## src/rtl/ariane_pkg.sv

```systemverilog
// Shared issue/writeback types for functional units, including the serial bit-manipulation unit.
package ariane_pkg;

  localparam int unsigned FU_XLEN       = 64;
  localparam int unsigned TRANS_ID_BITS = 3;
  // Issue-to-writeback latency of bmu_serial, used by issue and scoreboard logic.
  localparam int unsigned BMU_LATENCY   = 65;

  typedef enum logic [3:0] {
    NONE, LOAD, STORE, ALU, CTRL_FLOW, MULT, CSR, FPU, BMU
  } fu_t;

  typedef enum logic [7:0] {
    ADD, SUB, ANDL, ORL, XORL, BEXT, BDEP, PCNT, CTZ, CLZ
  } fu_op;

  typedef struct packed {
    fu_t                      fu;
    fu_op                     operation;
    logic [FU_XLEN-1:0]       operand_a;
    logic [FU_XLEN-1:0]       operand_b;
    logic [FU_XLEN-1:0]       imm;
    logic [TRANS_ID_BITS-1:0] trans_id;
  } fu_data_t;

endpackage

```

## src/rtl/bmu_serial.sv

```systemverilog
// Bit-serial bit-manipulation unit: BEXT, BDEP, PCNT, CTZ, CLZ, one operand bit per cycle.
module bmu_serial
  import ariane_pkg::*;
#(
  parameter int unsigned XLEN = 64
) (
  input  logic                     clk_i,
  input  logic                     rst_i,
  input  logic                     flush_i,
  input  fu_data_t                 fu_data_i,
  input  logic                     bmu_valid_i,
  output logic                     bmu_ready_o,
  output logic [XLEN-1:0]          bmu_result_o,
  output logic [TRANS_ID_BITS-1:0] bmu_trans_id_o,
  output logic                     bmu_valid_o
);

  localparam int unsigned IDXW = $clog2(XLEN);
  localparam int unsigned KW   = $clog2(XLEN + 1);

  typedef enum logic [1:0] {IDLE, RUN, DONE} state_e;

  state_e                   r_state;
  state_e                   w_next_state;
  fu_op                     r_op;
  logic [XLEN-1:0]          r_a;
  logic [XLEN-1:0]          r_b;
  logic [TRANS_ID_BITS-1:0] r_tid;
  logic [IDXW-1:0]          r_idx;
  logic [KW-1:0]            r_k;
  logic [XLEN-1:0]          r_acc;
  logic                     r_found;
  logic                     r_valid;
  logic [XLEN-1:0]          r_result;
  logic [TRANS_ID_BITS-1:0] r_tid_o;
  logic                     r_ready;

  logic                     w_accept;
  logic                     w_last;
  logic [KW-1:0]            w_k_nxt;
  logic [XLEN-1:0]          w_acc_nxt;
  logic                     w_found_nxt;
  logic [XLEN-1:0]          w_result;
  logic [IDXW-1:0]          w_k_idx;
  logic                     w_bit_a;
  logic                     w_bit_b;
  logic                     w_bit_clz;
  logic                     w_unused_fields;

  // Functional-unit select and immediate play no part in this unit.
  assign w_unused_fields = ^{fu_data_i.fu, fu_data_i.imm};

  // State register.
  always_ff @(posedge clk_i) begin
    if (rst_i) r_state <= IDLE;
    else       r_state <= w_next_state;
  end

  // Next state, accept decision and final-step detect; flush beats both accept and completion.
  always_comb begin
    w_next_state = r_state;
    w_accept     = 1'b0;
    w_last       = 1'b0;
    case (r_state)
      IDLE: begin
        if (bmu_valid_i && !flush_i) begin
          w_accept     = 1'b1;
          w_next_state = RUN;
        end
      end
      RUN: begin
        if (flush_i) begin
          w_next_state = IDLE;
        end else if (r_idx == IDXW'(XLEN - 1)) begin
          w_last       = 1'b1;
          w_next_state = DONE;
        end
      end
      DONE:    w_next_state = IDLE;
      default: w_next_state = IDLE;
    endcase
  end

  // One serial step of the selected operation at bit position r_idx.
  always_comb begin
    w_k_idx     = r_k[IDXW-1:0];
    w_bit_a     = r_a[r_idx];
    w_bit_b     = r_b[r_idx];
    w_bit_clz   = r_a[IDXW'(XLEN - 1) - r_idx];
    w_k_nxt     = r_k;
    w_acc_nxt   = r_acc;
    w_found_nxt = r_found;
    w_result    = '0;
    case (r_op)
      BEXT: begin
        if (w_bit_b) begin
          w_acc_nxt[w_k_idx] = w_bit_a;
          w_k_nxt            = r_k + KW'(1);
        end
      end
      BDEP: begin
        if (w_bit_b) begin
          w_acc_nxt[r_idx] = r_a[w_k_idx];
          w_k_nxt          = r_k + KW'(1);
        end
      end
      PCNT: begin
        if (w_bit_a) w_k_nxt = r_k + KW'(1);
      end
      CTZ: begin
        if (!r_found) begin
          if (w_bit_a) w_found_nxt = 1'b1;
          else         w_k_nxt     = r_k + KW'(1);
        end
      end
      CLZ: begin
        if (!r_found) begin
          if (w_bit_clz) w_found_nxt = 1'b1;
          else           w_k_nxt     = r_k + KW'(1);
        end
      end
      default: ;
    endcase
    case (r_op)
      BEXT, BDEP:     w_result = w_acc_nxt;
      PCNT, CTZ, CLZ: w_result = XLEN'(w_k_nxt);
      default:        w_result = '0;
    endcase
  end

  // Operand capture on accept, then one bit of progress per RUN cycle.
  always_ff @(posedge clk_i) begin
    if (rst_i) begin
      r_op    <= ADD;
      r_a     <= '0;
      r_b     <= '0;
      r_tid   <= '0;
      r_idx   <= '0;
      r_k     <= '0;
      r_acc   <= '0;
      r_found <= 1'b0;
    end else if (w_accept) begin
      r_op    <= fu_data_i.operation;
      r_a     <= XLEN'(fu_data_i.operand_a);
      r_b     <= XLEN'(fu_data_i.operand_b);
      r_tid   <= fu_data_i.trans_id;
      r_idx   <= '0;
      r_k     <= '0;
      r_acc   <= '0;
      r_found <= 1'b0;
    end else if (r_state == RUN) begin
      r_idx   <= r_idx + IDXW'(1);
      r_k     <= w_k_nxt;
      r_acc   <= w_acc_nxt;
      r_found <= w_found_nxt;
    end
  end

  // Writeback registers; result and tag hold between strobes.
  always_ff @(posedge clk_i) begin
    if (rst_i) begin
      r_valid  <= 1'b0;
      r_result <= '0;
      r_tid_o  <= '0;
      r_ready  <= 1'b1;
    end else begin
      r_valid <= w_last;
      r_ready <= (w_next_state == IDLE);
      if (w_last) begin
        r_result <= w_result;
        r_tid_o  <= r_tid;
      end
    end
  end

  assign bmu_ready_o    = r_ready;
  assign bmu_result_o   = r_result;
  assign bmu_trans_id_o = r_tid_o;
  // A flush in the strobe cycle kills the writeback immediately.
  assign bmu_valid_o    = r_valid && !flush_i;

endmodule

```

## config.mk

```make
export PLATFORM = sky130hd
export DESIGN_NAME = bmu_serial
export DESIGN_NICKNAME = d
export VERILOG_FILES = /design/src/rtl/ariane_pkg.sv /design/src/rtl/bmu_serial.sv
export SDC_FILE = /design/constraint.sdc
export NUM_CORES = 1
export LEC_CHECK = 0
export BUFFER_PORTS_ARGS = -buffer_cell sky130_fd_sc_hd__buf_2
export CAP_MARGIN = 10
export CORE_ASPECT_RATIO = 1.1
export CORE_MARGIN = 4
export CORE_UTILIZATION = 50
export DETAILED_ROUTE_END_ITERATION = 8
export PLACE_DENSITY = 0.73
export SLEW_MARGIN = 5
export SYNTH_ARGS = -nofsm -noshare
export SYNTH_HDL_FRONTEND = slang
export SYNTH_SLANG_ARGS = --single-unit
```

## constraint.sdc

```tcl
create_clock -name clk_i -period 3.8 [get_ports clk_i]
set_input_delay 0.95 -clock clk_i [delete_from_list [all_inputs] [get_ports clk_i]]
set_output_delay 0.95 -clock clk_i [all_outputs]
set_load 0.03 [all_outputs]
```

## After elaboration in Yosys (flattened, before gate mapping)

Cells that the tools add are included.

| word-level totals | value |
|---|---|
| register bits | 288 |
| input port bits | 211 |
| output and inout port bits | 69 |
| logic and storage cells | 79 |

| cells by class | value |
|---|---|
| add/sub/neg operators | 3 |
| magnitude comparators | 5 |
| equality and inequality tests | 7 |
| mux-type cells | 39 |
| reduce and logical (&&, ||, !) cells | 12 |

Operators with widths:

| operator | count |
|---|---|
| 64-bit one-hot mux with 2 select lines | 2 |
| 64-bit bitwise mux | 2 |
| 64-bit two-way mux | 2 |
| 7-bit two-way mux | 6 |
| 7-bit one-hot mux with 4 select lines | 1 |
| 1-bit binary-select mux with 6-bit select | 4 |
| 8-bit by 3-bit == test with 1-bit output, second input constant | 3 |
| 6-bit by 7-bit < comparator with 1-bit output, second input constant | 3 |
| 8-bit by 4-bit == test with 1-bit output, second input constant | 2 |
| 1-bit two-way mux | 15 |
| 1-bit demux with 6-bit select | 2 |
| 6-bit by 1-bit >= comparator with 1-bit output, second input constant | 2 |
| 7-bit by 1-bit adder with 7-bit output, second input constant | 1 |
| 6-bit by 1-bit adder with 6-bit output, second input constant | 1 |
| 6-bit == test, second input constant | 1 |
| 2-bit two-way mux | 3 |
| 6-bit subtractor, first input constant | 1 |
| 1-bit logical AND | 4 |
| 2-bit logical NOT | 2 |
| 2-bit one-hot mux with 2 select lines | 1 |
| 2-bit OR reduction | 2 |
| 3-bit OR reduction | 1 |
| 2-bit by 1-bit == test with 1-bit output, second input constant | 1 |
| 1-bit one-hot mux with 2 select lines | 1 |
| 3 further kinds | 3 |

## Logic depth before layout (Yosys ltp)

| depth | value |
|---|---|
| depth in word-level cells | 8 |
| gate-level depth with buffers | 14 |
| gate-level depth less buffers | 9 |

## Least setup slack after synthesis

No wires, ideal clock.

| timing | value |
|---|---|
| path kind | input to register |
| start | input flush_i |
| end | register r_acc[53] |
| library setup time | 0.122 ns |
| data arrival time | 2.701 ns |
| data required time | 3.678 ns |
| path slack | 0.978 ns |
| stages | 7 |
| path buffers | 3 |
| cell sequence | or4b_2 clkbuf_1 nand2b_1 clkbuf_1 nor2_1 clkbuf_1 a221o_1 |

| between the ends | value |
|---|---|
| word-level cells in the longest chain between the ends | 5 |

Ends and longest elaborated chain:

| element | line | text |
|---|---|---|
| start, declared | bmu_serial.sv:9 | `input logic flush_i,` |
| 1-bit logical NOT | bmu_serial.sv:66 | `if (bmu_valid_i && !flush_i) begin` |
| 1-bit logical AND | bmu_serial.sv:66 |  |
| 1-bit two-way mux | bmu_serial.sv:66 |  |
| 1-bit two-way mux | bmu_serial.sv:64 | `case (r_state)` |
| 2-bit OR reduction (no source line) | n/a |  |
| end signal, assigned | bmu_serial.sv:154 | `r_acc <= w_acc_nxt;` |
| end, declared | bmu_serial.sv:31 | `logic [XLEN-1:0] r_acc;` |

Every way passes these cells.
A chain may end at the register's enable or synchronous reset.

## Final worst setup path

| timing | value |
|---|---|
| start | register r_idx[0] |
| end | register r_acc[24] |

| between the ends | value |
|---|---|
| word-level cells in the longest chain between the ends | 7 |
| elaborated cells between the ends (all ways) | 14 |
| those cells by class | order compare (2); mux (11); reduce/logical (1) |

Ends and longest elaborated chain:

| element | line | text |
|---|---|---|
| start, declared | bmu_serial.sv:29 | `logic [IDXW-1:0] r_idx;` |
| start signal, assigned | bmu_serial.sv:152 | `r_idx <= r_idx + IDXW'(1);` |
| 6-bit by 7-bit < comparator with 1-bit output (implied by the code) or 6-bit by 1-bit >= comparator with 1-bit output (tied branches) | bmu_serial.sv:103 | `w_acc_nxt[r_idx] = r_a[w_k_idx];` |
| 1-bit logical AND (implied by the code) | bmu_serial.sv:103 |  |
| 1-bit two-way mux (implied by the code) | bmu_serial.sv:103 |  |
| 1-bit demux with 6-bit select | bmu_serial.sv:103 |  |
| 64-bit bitwise mux | bmu_serial.sv:103 |  |
| 64-bit two-way mux | bmu_serial.sv:102 | `if (w_bit_b) begin` |
| 64-bit one-hot mux with 2 select lines (*) | bmu_serial.sv:94 | `case (r_op)` |

Every way passes the cells marked *; elsewhere a longest branch is shown, timed or not. The select of a mux whose other input is x is not followed.

==> impl_metrics.env <==
export IMPL_max_stage_delay_ps=650
export IMPL_grt_pass1_wl_mm=85.4
export IMPL_critPathCaptureType="flop"
export IMPL_drtIter0Drc=1639
export IMPL_postCtsSetupBuffers=0
export IMPL_drc=0
export IMPL_setup_tns_ps=0
export IMPL_grt_busiest_layer="met2"
export IMPL_cts_tree="yes"
export IMPL_postRouteAntennaNets=0
export IMPL_cts_buffer_depth=3
export IMPL_synthArstFlopShare_pct=0
export IMPL_gr_usage_all_layers_pct=30.8
export IMPL_path_class="reg2reg"
export IMPL_vdd_ir_drop_max_uv=310
export IMPL_p_leak_uw=0.00681
export IMPL_finClkSkew_ps=26.0
export IMPL_htree_levels=1
export IMPL_num_vias=16000
export IMPL_overflow=0
export IMPL_crit_slowest_cell="o211ai_2"
export IMPL_slew_viol_final=0
export IMPL_cap_viol_max_count=0
export IMPL_avgSynthCellArea_um2=8.25
export IMPL_critPathRequiredTime_ps=4230
export IMPL_powerDensity_nw_per_um2=363
export IMPL_grt_pass1_vias=15300
export IMPL_period_minus_slack_ps=3610
export IMPL_worstReg2RegStart="r_idx[0]"
export IMPL_syn_num_nets=2120
export IMPL_grt_use_met3_pct=8.50
export IMPL_met1_usage_pct=38.6
export IMPL_die_h_um=194
export IMPL_yosys_warnings=0
export IMPL_antenna_found_initial=0
export IMPL_cts_resized=0
export IMPL_grtUsageMet2_pct=49.7
export IMPL_yosysUniqueCellTypes=94
export IMPL_setup_viol=0
export IMPL_seq_area_frac_synth_pct=36.6
export IMPL_critPathArrivalTime_ps=4040
export IMPL_ff_latch_area_um2=5770
export IMPL_antenna_cells=0
export IMPL_hold_path_class="reg2reg"
export IMPL_path_max_fanout=12
export IMPL_numCtsBuffers=29
export IMPL_rsz0062_at_grt="false"
export IMPL_synth_area_um2=15700
export IMPL_critPathLaunchType="flop"
export IMPL_grt_max_degree=142
export IMPL_crit_family="compound AO/OA/AOI/OAI gates"
export IMPL_layout_drive_gt1_share_pct=23.5
export IMPL_relSlewSlack_pct=18.6
export IMPL_path_cells="mux4_2 -> o21ai_2 -> nand4_2 -> buf_4 -> o211ai_2 -> o21bai_1 -> o311a_1 -> a311oi_2 -> a211oi_1"
export IMPL_area_delta_synth_final_pct=16.6
export IMPL_vias_per_cell=6.34
export IMPL_die_x_um=177
export IMPL_drtPass1Iterations=6
export IMPL_dp_hpwl_mm=39.2
export IMPL_min_from="r_op[5]"
export IMPL_final_nets=2296
export IMPL_clk_latency_ps=590
export IMPL_multi_input_area_um2=9140
export IMPL_fill_cells=2821
export IMPL_ios=280
export IMPL_finalCritPeriodShare_pct=95.0
export IMPL_die_area_um2=34400
export IMPL_hold_violations=0
export IMPL_cts_hold_buffers=0
export IMPL_start_util_pct=51.2
export IMPL_synth_edf_count=0
export IMPL_tightest_slew_ps=1220
export IMPL_fp_row_count=67
export IMPL_wl_per_cell_um=22.3
export IMPL_syn_inst=1907
export IMPL_status="finished clean"
export IMPL_totalWireLength_mm=56.2
export IMPL_fmaxAchievable_mhz=277
export IMPL_gp_congestion=0.966
export IMPL_layout_common_cells="nand2_1 (354), dfxtp_1 (285), buf_2 (210), nor2_1 (197), a21oi_1 (184)"
export IMPL_synthFlopType="dfxtp_1"
export IMPL_p_total_uw=6660
export IMPL_critPathBufInv=1
export IMPL_layout_commonest_cell="nand2_1"
export IMPL_startpoint="r_idx[0]"
export IMPL_cts_sinks=288
export IMPL_clk_pin_slew_ps=60
export IMPL_cts_root_buf="clkbuf_16"
export IMPL_ys_ff_latch=288
export IMPL_core_um2=30800
export IMPL_port_buffer_count=211
[path summary, 6_finish.rpt]
check | endpoint | slack, ps | cells after the start
worst max-delay path | r_acc[24] | 190 | 9
worst min-delay path | r_op[5] | 450 | 2
worst max register to register | r_acc[24] | 190 | 9
worst min register to register | r_op[5] | 450 | 2
[stage by stage]
step	hold slack, ps	std cells	util [%]	setup slack [ps]	area, µm²
global route	468	2519	59.7	9.48	18400
global placement	433	2466	56.4	173	17400
finish	453	2519	59.7	191	18400
floorplan	431	1907	-	978	15700
detailed placement	443	2466	56.4	52.6	17400
CTS	454	2519	59.6	68.0	18300
[cell type report]
cell class	count	area share, %
multi-input combinational	1433	49.8
tap	414	2.82
clock inverter	15	1.09
sequential	288	31.4
clock buffer	38	4.25
inverter	12	0.245
timing repair buffer	319	10.4
[worst register-to-register path, stage by stage, from the launching register on]
cell,delay [ps]
dfxtp_2,570
mux4_2,610
o21ai_2,420
nand4_2,260
buf_4,260
o211ai_2,660
o21bai_1,120
o311a_1,160
a311oi_2,270
a211oi_1,120
[metal layers]
layer | vias up | wire (µm)
li1 | 7315 | -
met1 | 7525 | 21500
met2 | 907 | 25700
met3 | 216 | 6050
met4 | 0 | 2860
met5 | - | 0
[state kept, by name (all words and copies together), names as in the netlist, 2 cells and up]
| signal | count |
|---|---|
| bmu_trans_id_o | 3 |
| r_b | 64 |
| r_acc | 64 |
| bmu_result_o | 64 |
| r_state | 2 |
| r_op | 8 |
| r_tid | 3 |
| r_a | 64 |
| r_k | 7 |
| r_idx | 6 |
[cells in the mapped netlist, types with 7 or more instances]
library cell    n  share of area (%)
and2_1          7               0.28
mux2i_1        76                4.8
clkbuf_1      109                2.6
nor4_1         20               0.80
buf_2          36                1.1
nand2b_1        8               0.32
nand2_1       355                8.5
nor2b_1         8               0.32
nand3_1        27               0.86
buf_1          10               0.24
nor2_1        198                4.7
o21ai_0        37                1.2
a221oi_1       28                1.6
nor3_1         58                1.8
o21bai_1       10               0.48
dfxtp_1       288                 37
a221o_1        50                3.2
inv_1          10               0.24
nand3b_1       11               0.52
nand4_1        17               0.68
o311a_1        10               0.64
a31oi_1        19               0.76
a211oi_1       31                1.5
or3_1          11               0.44
a22oi_1        19               0.91
a21oi_1       184                5.9
a311oi_1       11               0.61
and3_1         10               0.40
mux4_2         30                4.3
o221ai_1        7               0.39
o22ai_1        11               0.44
o211ai_1       19               0.91
buf_6          10               0.72
mux2_2         33                2.4
[power breakdown]
group / switching, µW / total, µW / internal [µW]
combinational: 316 / 514 / 198
sequential: 63.2 / 3150 / 3090
clock: 1270 / 2990 / 1720
total: 1650 / 6660 / 5010
[logic make-up (layout without fill, tap and decap cells)]
| logic type | Yosys count | after routing | share of synthesized area [%] |
|---|---|---|---|
| simple gates | 786 | 786 | 22.9 |
| mux | 142 | 142 | 11.8 |
| buf+inv | 186 | 384 | 5.56 |
| fa+ha+maj | 2 | 2 | 0.159 |
| flops | 288 | 288 | 36.6 |
| xor+xnor | 7 | 7 | 0.390 |
| compound gates | 496 | 496 | 22.5 |
Note: power is estimated with default switching activity, not from simulation.
